--- config.mk ---
export PLATFORM = sky130hd
export DESIGN_NAME = program_loader
export DESIGN_NICKNAME = d
export VERILOG_FILES = /design/src/rtl/core_pkg.sv /design/src/rtl/byte_event_timer.sv /design/src/rtl/program_loader.sv
export SDC_FILE = /design/constraint.sdc
export NUM_CORES = 1
export LEC_CHECK = 0
export ABC_AREA = 1
export CAP_MARGIN = 5
export CORE_ASPECT_RATIO = 1.2
export CORE_UTILIZATION = 45
export CTS_BUF_LIST = sky130_fd_sc_hd__clkbuf_4 sky130_fd_sc_hd__clkbuf_8 sky130_fd_sc_hd__clkbuf_16
export CTS_CLUSTER_DIAMETER = 40
export DETAILED_ROUTE_END_ITERATION = 16
export DONT_BUFFER_PORTS = 1
export GPL_TIMING_DRIVEN = 0
export PLACE_DENSITY = 0.74
export REMOVE_ABC_BUFFERS = 1
export SLEW_MARGIN = 20
export SYNTH_ARGS = -nofsm -noshare
export SYNTH_HDL_FRONTEND = slang
export SYNTH_SLANG_ARGS = --single-unit
--- constraint.sdc ---
create_clock -name CLK -period 4.7 [get_ports CLK]
set_input_delay 0.94 -clock CLK [delete_from_list [all_inputs] [get_ports CLK]]
set_output_delay 0.94 -clock CLK [all_outputs]
set_load 0.01 [all_outputs]
--- src/rtl/core_pkg.sv ---
//------------------------------------------------------------------------------
// Module   : core_pkg
// Purpose  : Shared loader state encoding and default sizing constants.
// Revision : 1.0 - initial release
//------------------------------------------------------------------------------
`default_nettype none

package core_pkg;

  localparam int unsigned c_default_mem_words      = 256;
  localparam int unsigned c_default_timeout_cycles = 10000000;

  typedef enum logic [2:0] {
    ST_IDLE = 3'd0,
    ST_LEN  = 3'd1,
    ST_LOAD = 3'd2,
    ST_DONE = 3'd3,
    ST_ERR  = 3'd4
  } loader_state_t;

endpackage

`default_nettype wire

--- src/rtl/byte_event_timer.sv ---
//------------------------------------------------------------------------------
// Module   : byte_event_timer
// Purpose  : Rising-edge byte event detector plus saturating inter-byte timer.
// Revision : 1.0 - initial release
//------------------------------------------------------------------------------
`default_nettype none

module byte_event_timer #(
  parameter int unsigned TIMEOUT_CYCLES = 10000000
) (
  input  logic clk,
  input  logic rst,
  input  logic i_rx_ready,
  input  logic i_run,
  input  logic i_clr,
  output logic o_byte_evt,
  output logic o_timeout
);

  localparam int unsigned          c_cnt_w = $clog2(TIMEOUT_CYCLES + 1);
  localparam logic [c_cnt_w-1:0]   c_limit = c_cnt_w'(TIMEOUT_CYCLES);

  logic               r_rx_prev;
  logic               r_seen_low;
  logic [c_cnt_w-1:0] r_cnt;

  // A level that is already high when reset releases must drop before it counts.
  assign o_byte_evt = i_rx_ready & ~r_rx_prev & r_seen_low;
  assign o_timeout  = i_run & (r_cnt == c_limit);

  always_ff @(posedge clk or posedge rst) begin
    if (rst) begin
      r_rx_prev  <= 1'b0;
      r_seen_low <= 1'b0;
      r_cnt      <= '0;
    end else begin
      r_rx_prev <= i_rx_ready;
      if (!i_rx_ready) begin
        r_seen_low <= 1'b1;
      end
      if (!i_run || i_clr || o_byte_evt) begin
        r_cnt <= '0;
      end else if (r_cnt != c_limit) begin
        r_cnt <= r_cnt + c_cnt_w'(1);
      end
    end
  end

endmodule

`default_nettype wire

--- src/rtl/program_loader.sv ---
//------------------------------------------------------------------------------
// Module   : program_loader
// Purpose  : Receives a length-prefixed little-endian byte stream and writes
//            assembled 32-bit words into instruction memory.
// Revision : 1.0 - initial release
//------------------------------------------------------------------------------
`default_nettype none

module program_loader
  import core_pkg::*;
#(
  parameter int unsigned MEM_WORDS      = c_default_mem_words,
  parameter int unsigned TIMEOUT_CYCLES = c_default_timeout_cycles
) (
  input  logic                         CLK,
  input  logic                         RST,
  input  logic [7:0]                   RX_DATA,
  input  logic                         RX_READY,
  input  logic                         START,
  output logic                         MEM_WE,
  output logic [$clog2(MEM_WORDS)-1:0] MEM_ADDR,
  output logic [31:0]                  MEM_WDATA,
  output logic                         BUSY,
  output logic                         DONE,
  output logic                         ERROR,
  output logic [$clog2(MEM_WORDS):0]   WORD_COUNT
);

  localparam int unsigned        c_aw        = $clog2(MEM_WORDS);
  localparam int unsigned        c_cw        = c_aw + 1;
  localparam logic [31:0]        c_max_bytes = 32'(4 * MEM_WORDS);
  localparam logic [c_cw-1:0]    c_max_words = c_cw'(MEM_WORDS);

  loader_state_t   r_state;
  loader_state_t   w_next;

  logic            w_evt;
  logic            w_timeout;
  logic            w_run;
  logic            w_start;

  logic [1:0]      r_byte_cnt;
  logic [23:0]     r_len;
  logic [23:0]     r_word;
  logic [c_cw-1:0] r_len_words;
  logic [c_cw-1:0] r_word_count;
  logic            r_we;
  logic [c_aw-1:0] r_addr;
  logic [31:0]     r_wdata;

  logic [31:0]     w_len_next;
  logic [31:0]     w_word_next;
  logic            w_len_bad;
  logic [c_cw-1:0] w_count_eff;
  logic            w_last;
  logic            w_fourth;

  assign w_run   = (r_state == ST_LEN) || (r_state == ST_LOAD);
  assign w_start = START && !w_run;

  byte_event_timer #(
    .TIMEOUT_CYCLES (TIMEOUT_CYCLES)
  ) u_byte_event_timer (
    .clk        (CLK),
    .rst        (RST),
    .i_rx_ready (RX_READY),
    .i_run      (w_run),
    .i_clr      (w_start),
    .o_byte_evt (w_evt),
    .o_timeout  (w_timeout)
  );

  // Bytes shift in from the top so the first byte ends up in bits 7:0.
  assign w_len_next  = {RX_DATA, r_len};
  assign w_word_next = {RX_DATA, r_word};
  assign w_fourth    = w_evt && (r_byte_cnt == 2'd3);
  assign w_len_bad   = (w_len_next == 32'd0) || (w_len_next[1:0] != 2'b00) ||
                       (w_len_next > c_max_bytes);
  // Counts a write still in flight so the final-word test never lags behind.
  assign w_count_eff = r_word_count + c_cw'(r_we);
  assign w_last      = ((w_count_eff + c_cw'(1)) == r_len_words);

  always_ff @(posedge CLK or posedge RST) begin
    if (RST) begin
      r_state <= ST_IDLE;
    end else begin
      r_state <= w_next;
    end
  end

  always_comb begin
    w_next = r_state;
    case (r_state)
      ST_IDLE, ST_DONE, ST_ERR: begin
        if (START) begin
          w_next = ST_LEN;
        end
      end
      ST_LEN: begin
        if (w_timeout) begin
          w_next = ST_ERR;
        end else if (w_fourth) begin
          w_next = w_len_bad ? ST_ERR : ST_LOAD;
        end
      end
      ST_LOAD: begin
        if (w_timeout) begin
          w_next = ST_ERR;
        end else if (w_fourth && w_last) begin
          w_next = ST_DONE;
        end
      end
      default: w_next = ST_IDLE;
    endcase
  end

  always_comb begin
    BUSY  = 1'b0;
    DONE  = 1'b0;
    ERROR = 1'b0;
    case (r_state)
      ST_LEN, ST_LOAD: BUSY  = 1'b1;
      ST_DONE:         DONE  = 1'b1;
      ST_ERR:          ERROR = 1'b1;
      default: ;
    endcase
  end

  always_ff @(posedge CLK or posedge RST) begin
    if (RST) begin
      r_byte_cnt   <= 2'd0;
      r_len        <= '0;
      r_word       <= '0;
      r_len_words  <= '0;
      r_word_count <= '0;
      r_we         <= 1'b0;
      r_addr       <= '0;
      r_wdata      <= '0;
    end else begin
      r_we    <= 1'b0;
      r_addr  <= '0;
      r_wdata <= '0;
      if (r_we && (r_word_count != c_max_words)) begin
        r_word_count <= r_word_count + c_cw'(1);
      end
      if (w_start) begin
        r_byte_cnt   <= 2'd0;
        r_len        <= '0;
        r_word       <= '0;
        r_len_words  <= '0;
        r_word_count <= '0;
      end else if (w_evt && !w_timeout) begin
        if (r_state == ST_LEN) begin
          r_len      <= w_len_next[31:8];
          r_byte_cnt <= r_byte_cnt + 2'd1;
          if (r_byte_cnt == 2'd3) begin
            r_len_words <= w_len_next[c_aw+2:2];
          end
        end else if (r_state == ST_LOAD) begin
          r_word     <= w_word_next[31:8];
          r_byte_cnt <= r_byte_cnt + 2'd1;
          if (r_byte_cnt == 2'd3) begin
            r_we    <= 1'b1;
            r_addr  <= w_count_eff[c_aw-1:0];
            r_wdata <= w_word_next;
          end
        end
      end
    end
  end

  assign MEM_WE     = r_we;
  assign MEM_ADDR   = r_addr;
  assign MEM_WDATA  = r_wdata;
  assign WORD_COUNT = r_word_count;

endmodule

`default_nettype wire

==> results_dict.tcl <==
set metrics [dict create \
    outcome "finished with violations" \
    failed_checks "DRC" \
    post_route_cells_drive_above_1_share_pct 10.0 \
    synthesis.instances 757 \
    worstSetupPathType "flip-flop to flip-flop" \
    minimum_clock_period_after_layout_ns 2.55 \
    worstHoldPathType "input port to async pin" \
    critPathLaunchType "flip-flop" \
    max_slew_margin_pct 52.6 \
    worst_path_dominant_cell_family "simple AND/OR/NAND/NOR gates" \
    vias_per_cell 5.18 \
    synthToLayoutAreaGrowth_pct 11.5 \
    dr_iter_0_viols 353 \
    worst_setup_path_startpoint "WORD_COUNT[0]" \
    power.leakage_nw 3.31 \
    first_global_vias 4713 \
    synth-seq-area-share_pct 53.8 \
    start_util_pct 46.3 \
    grt_overflow 0 \
    drtAntennaViolNets 0 \
    utilization_pct 51.6 \
    cts_post_setup_buffers_inserted 0 \
    die_area_um2 14800 \
    total_power_w 0.00298 \
    gp_congestion 0.839 \
    drt_drc_violations_left 4 \
    critical-path-top-cell-by-count "sky130_fd_sc_hd__nor2_1" \
    grt_start_max_net_pins 90 \
    synth_edf_count 0 \
    final-hold-violation-count 0 \
    dp_slack_ns 1.69 \
    synth.avg_cell_area_um2 8.48 \
    cts_root_buf "sky130_fd_sc_hd__clkbuf_16" \
    asyncSetResetFlopFracSynth_pct 100 \
    max_slew.worst_pin.slew_ns 0.710 \
    cts_max_level 4 \
    path_cells "ha_1 -> ha_1 -> ha_1 -> nor2_1 -> nor2_1 -> nor2_1 -> nand2_1 -> nor2_1 -> nand4_1 -> nor2_1 -> nand3_1 -> nand2_2 -> nand2_2 -> nand2_1 -> nand2_1" \
    timing_max_transition_violations_final 0 \
    drt-pass1-iter-count 10 \
    post_cts_resize_count 0 \
    nets 774 \
    netlist.area_leader.share_pct 53.8 \
    reg2reg_from "WORD_COUNT[0]" \
    via_total_after_detailed_routing 4858 \
    worst-endpoint-required_ns 5.00 \
    detailedPlacementHpwl_um 8500 \
    die_height_um 133 \
    cp_slowest_cell "sky130_fd_sc_hd__dfrtp_1" \
    report.final.setup_viol 0 \
    ios 65 \
    clockBufferDepth 2 \
    totalWireLength_um 12800 \
    routed_wire_length_per_instance_um 13.6 \
    core_area_um2 13900 \
    die_w_um 111 \
    synth_top_cells_by_count "sky130_fd_sc_hd__nand2_1 (142), sky130_fd_sc_hd__dfrtp_1 (138), sky130_fd_sc_hd__nor2_1 (91)" \
    synth.largest_area_cell "sky130_fd_sc_hd__dfrtp_1" \
    powerDensity_nw_per_um2 416 \
    max_cap_violations 0 \
    clock_skew_ns 0.00839 \
    final-seq-area_um2 3450 \
    timing.fmax_ghz 0.392 \
    top_area_cells_in_the_synthesized_netlist "sky130_fd_sc_hd__dfrtp_1 (54%), sky130_fd_sc_hd__nand2_1 (8.3%), sky130_fd_sc_hd__nand3_1 (6.7%)" \
    synth.lib_cells_used.distinct 40 \
    antenna_violations_before_repair 0 \
    setup_repair_after_global_routing_missed_its_margin "false" \
    worst_ir_drop_vdd_mv 0.281 \
    clk-insertion-delay-late_ns 0.42 \
    insertedDiodeCount 0 \
    num_rows 47 \
    number_of_buffers_inserted_during_clock_tree_synthesis 17 \
    yosysMostFrequentCell "sky130_fd_sc_hd__nand2_1" \
    peak_per_stage_delay_on_the_critical_path_ns 0.46 \
    multiInputGateArea_um2 2460 \
    setup-tns-final_ns 0 \
    final.fill_count 1297 \
    numPortBuffers 0 \
    cts_tree "done" \
    cts.sinks 138 \
    clk_pin_slew_worst_paths_ns 0.06 \
    commonest_register_cell_after_synthesis "sky130_fd_sc_hd__dfrtp_1" \
    cts.hold.buffers_added 0 \
    synth_warnings 0 \
    cp_num_buf_inv 0 \
    final_worst_slack_ns 2.15 \
    mappedNetlistArea_um2 6420 \
    cp_max_fo 5 \
    arrival_time_of_data_at_the_critical_path_endpoint_ns 2.85 \
    globalRouteTotalUtil_pct 18.7 \
    critPathCaptureType "flip-flop" \
    grt_pass1_wl_um 22100 \
    post-route-period-util_pct 54.3 \
    synth.ff_latch_count 138 \
]
==> stage by stage <==
| step | std cells | area [um^2] | hold WS [ns] |
|---|---|---|---|
| 2_1_floorplan | 733 | 6280 | 0.440 |
| 3_3_place_gp | 904 | 6490 | 0.454 |
| 3_5_place_dp | 906 | 6550 | 0.459 |
| 4_1_cts | 938 | 7150 | 0.354 |
| 5_1_grt | 938 | 7160 | 0.365 |
| 6_report | 938 | 7160 | 0.359 |
==> worst paths after layout <==
path,cells past startpoint,endpoint,slack (ns)
worst max-delay path,15,r_state[1],2.15
worst min-delay path,1,MEM_WDATA[0],0.36
worst max register to register,15,r_state[1],2.15
worst min register to register,1,u_byte_event_timer.r_seen_low,0.48
max in group asynchronous,2,u_byte_event_timer.r_cnt[15],3.60
min in group CLK,1,u_byte_event_timer.r_seen_low,0.48
==> where the power goes <==
part	leakage (nW)	switching [W]	internal [W]
clock network	0.284	0.000531	0.000815
logic	1.11	0.000269	0.0000856
registers	1.91	0.0000420	0.00123
==> flip-flops by register name, summed over array words and instances, names as in the netlist, 2 cells and up <==
register and flops:
r_state 3, r_len 24, r_byte_cnt 2, MEM_ADDR 8
r_len_words 9, MEM_WDATA 32, u_byte_event_timer.r_cnt 24, WORD_COUNT 9
r_word 24
==> cells by family (layout without fill, tap and decap cells) <==
group,Yosys count,count (layout),synth area share [%]
AOI/OAI and AO/OA,94,94,7.99
xor gates and xnor gates,5,5,0.682
adders and majority gates,8,8,1.56
buffers and inverters,123,133,8.05
DFF,138,138,53.8
and+or+nand+nor,389,389,27.9
==> cell usage in the layout, fill, tap and decap left out, drive strengths merged <==
master / synthesis / final
o21bai: 2 / 2
dfrtp: 138 / 138
nor2: 97 / 97
nand3: 90 / 90
o31ai: 1 / 1
o22ai: 14 / 14
a21oi: 23 / 23
clkinvlp: 0 / 4
nor3b: 4 / 4
bufinv: 0 / 2
ha: 8 / 8
a211o: 1 / 1
xnor2: 2 / 2
inv: 98 / 104
o21a: 1 / 1
clkinv: 1 / 2
a211oi: 1 / 1
a21boi: 1 / 1
nor4: 7 / 7
buf: 22 / 2
clkbuf: 2 / 19
or2: 2 / 2
xor2: 3 / 3
o21ai: 49 / 49
a31oi: 1 / 1
nand2: 154 / 154
nor3: 19 / 19
nand4: 16 / 16
==> area by class of cell <==
type                       count  share of cell area, %
multi-input combinational    496                   34.4
timing repair buffer           2                  0.664
clock inverter                13                   2.18
clock buffer                  19                   6.24
tap                          171                   2.99
inverter                      99                   5.31
sequential                   138                   48.2
==> layer usage <==
layer / track usage [%] / vias up / routed length [um]
met2: 30.7 / 81 / 6140
met3: 6.18 / 11 / 559
met1: 23.4 / 2300 / 5930
li1: - / 2466 / -
met5: 0 / - / 0
met4: 6.23 / 0 / 142
No activity file was read; power rests on OpenSTA's default activity.
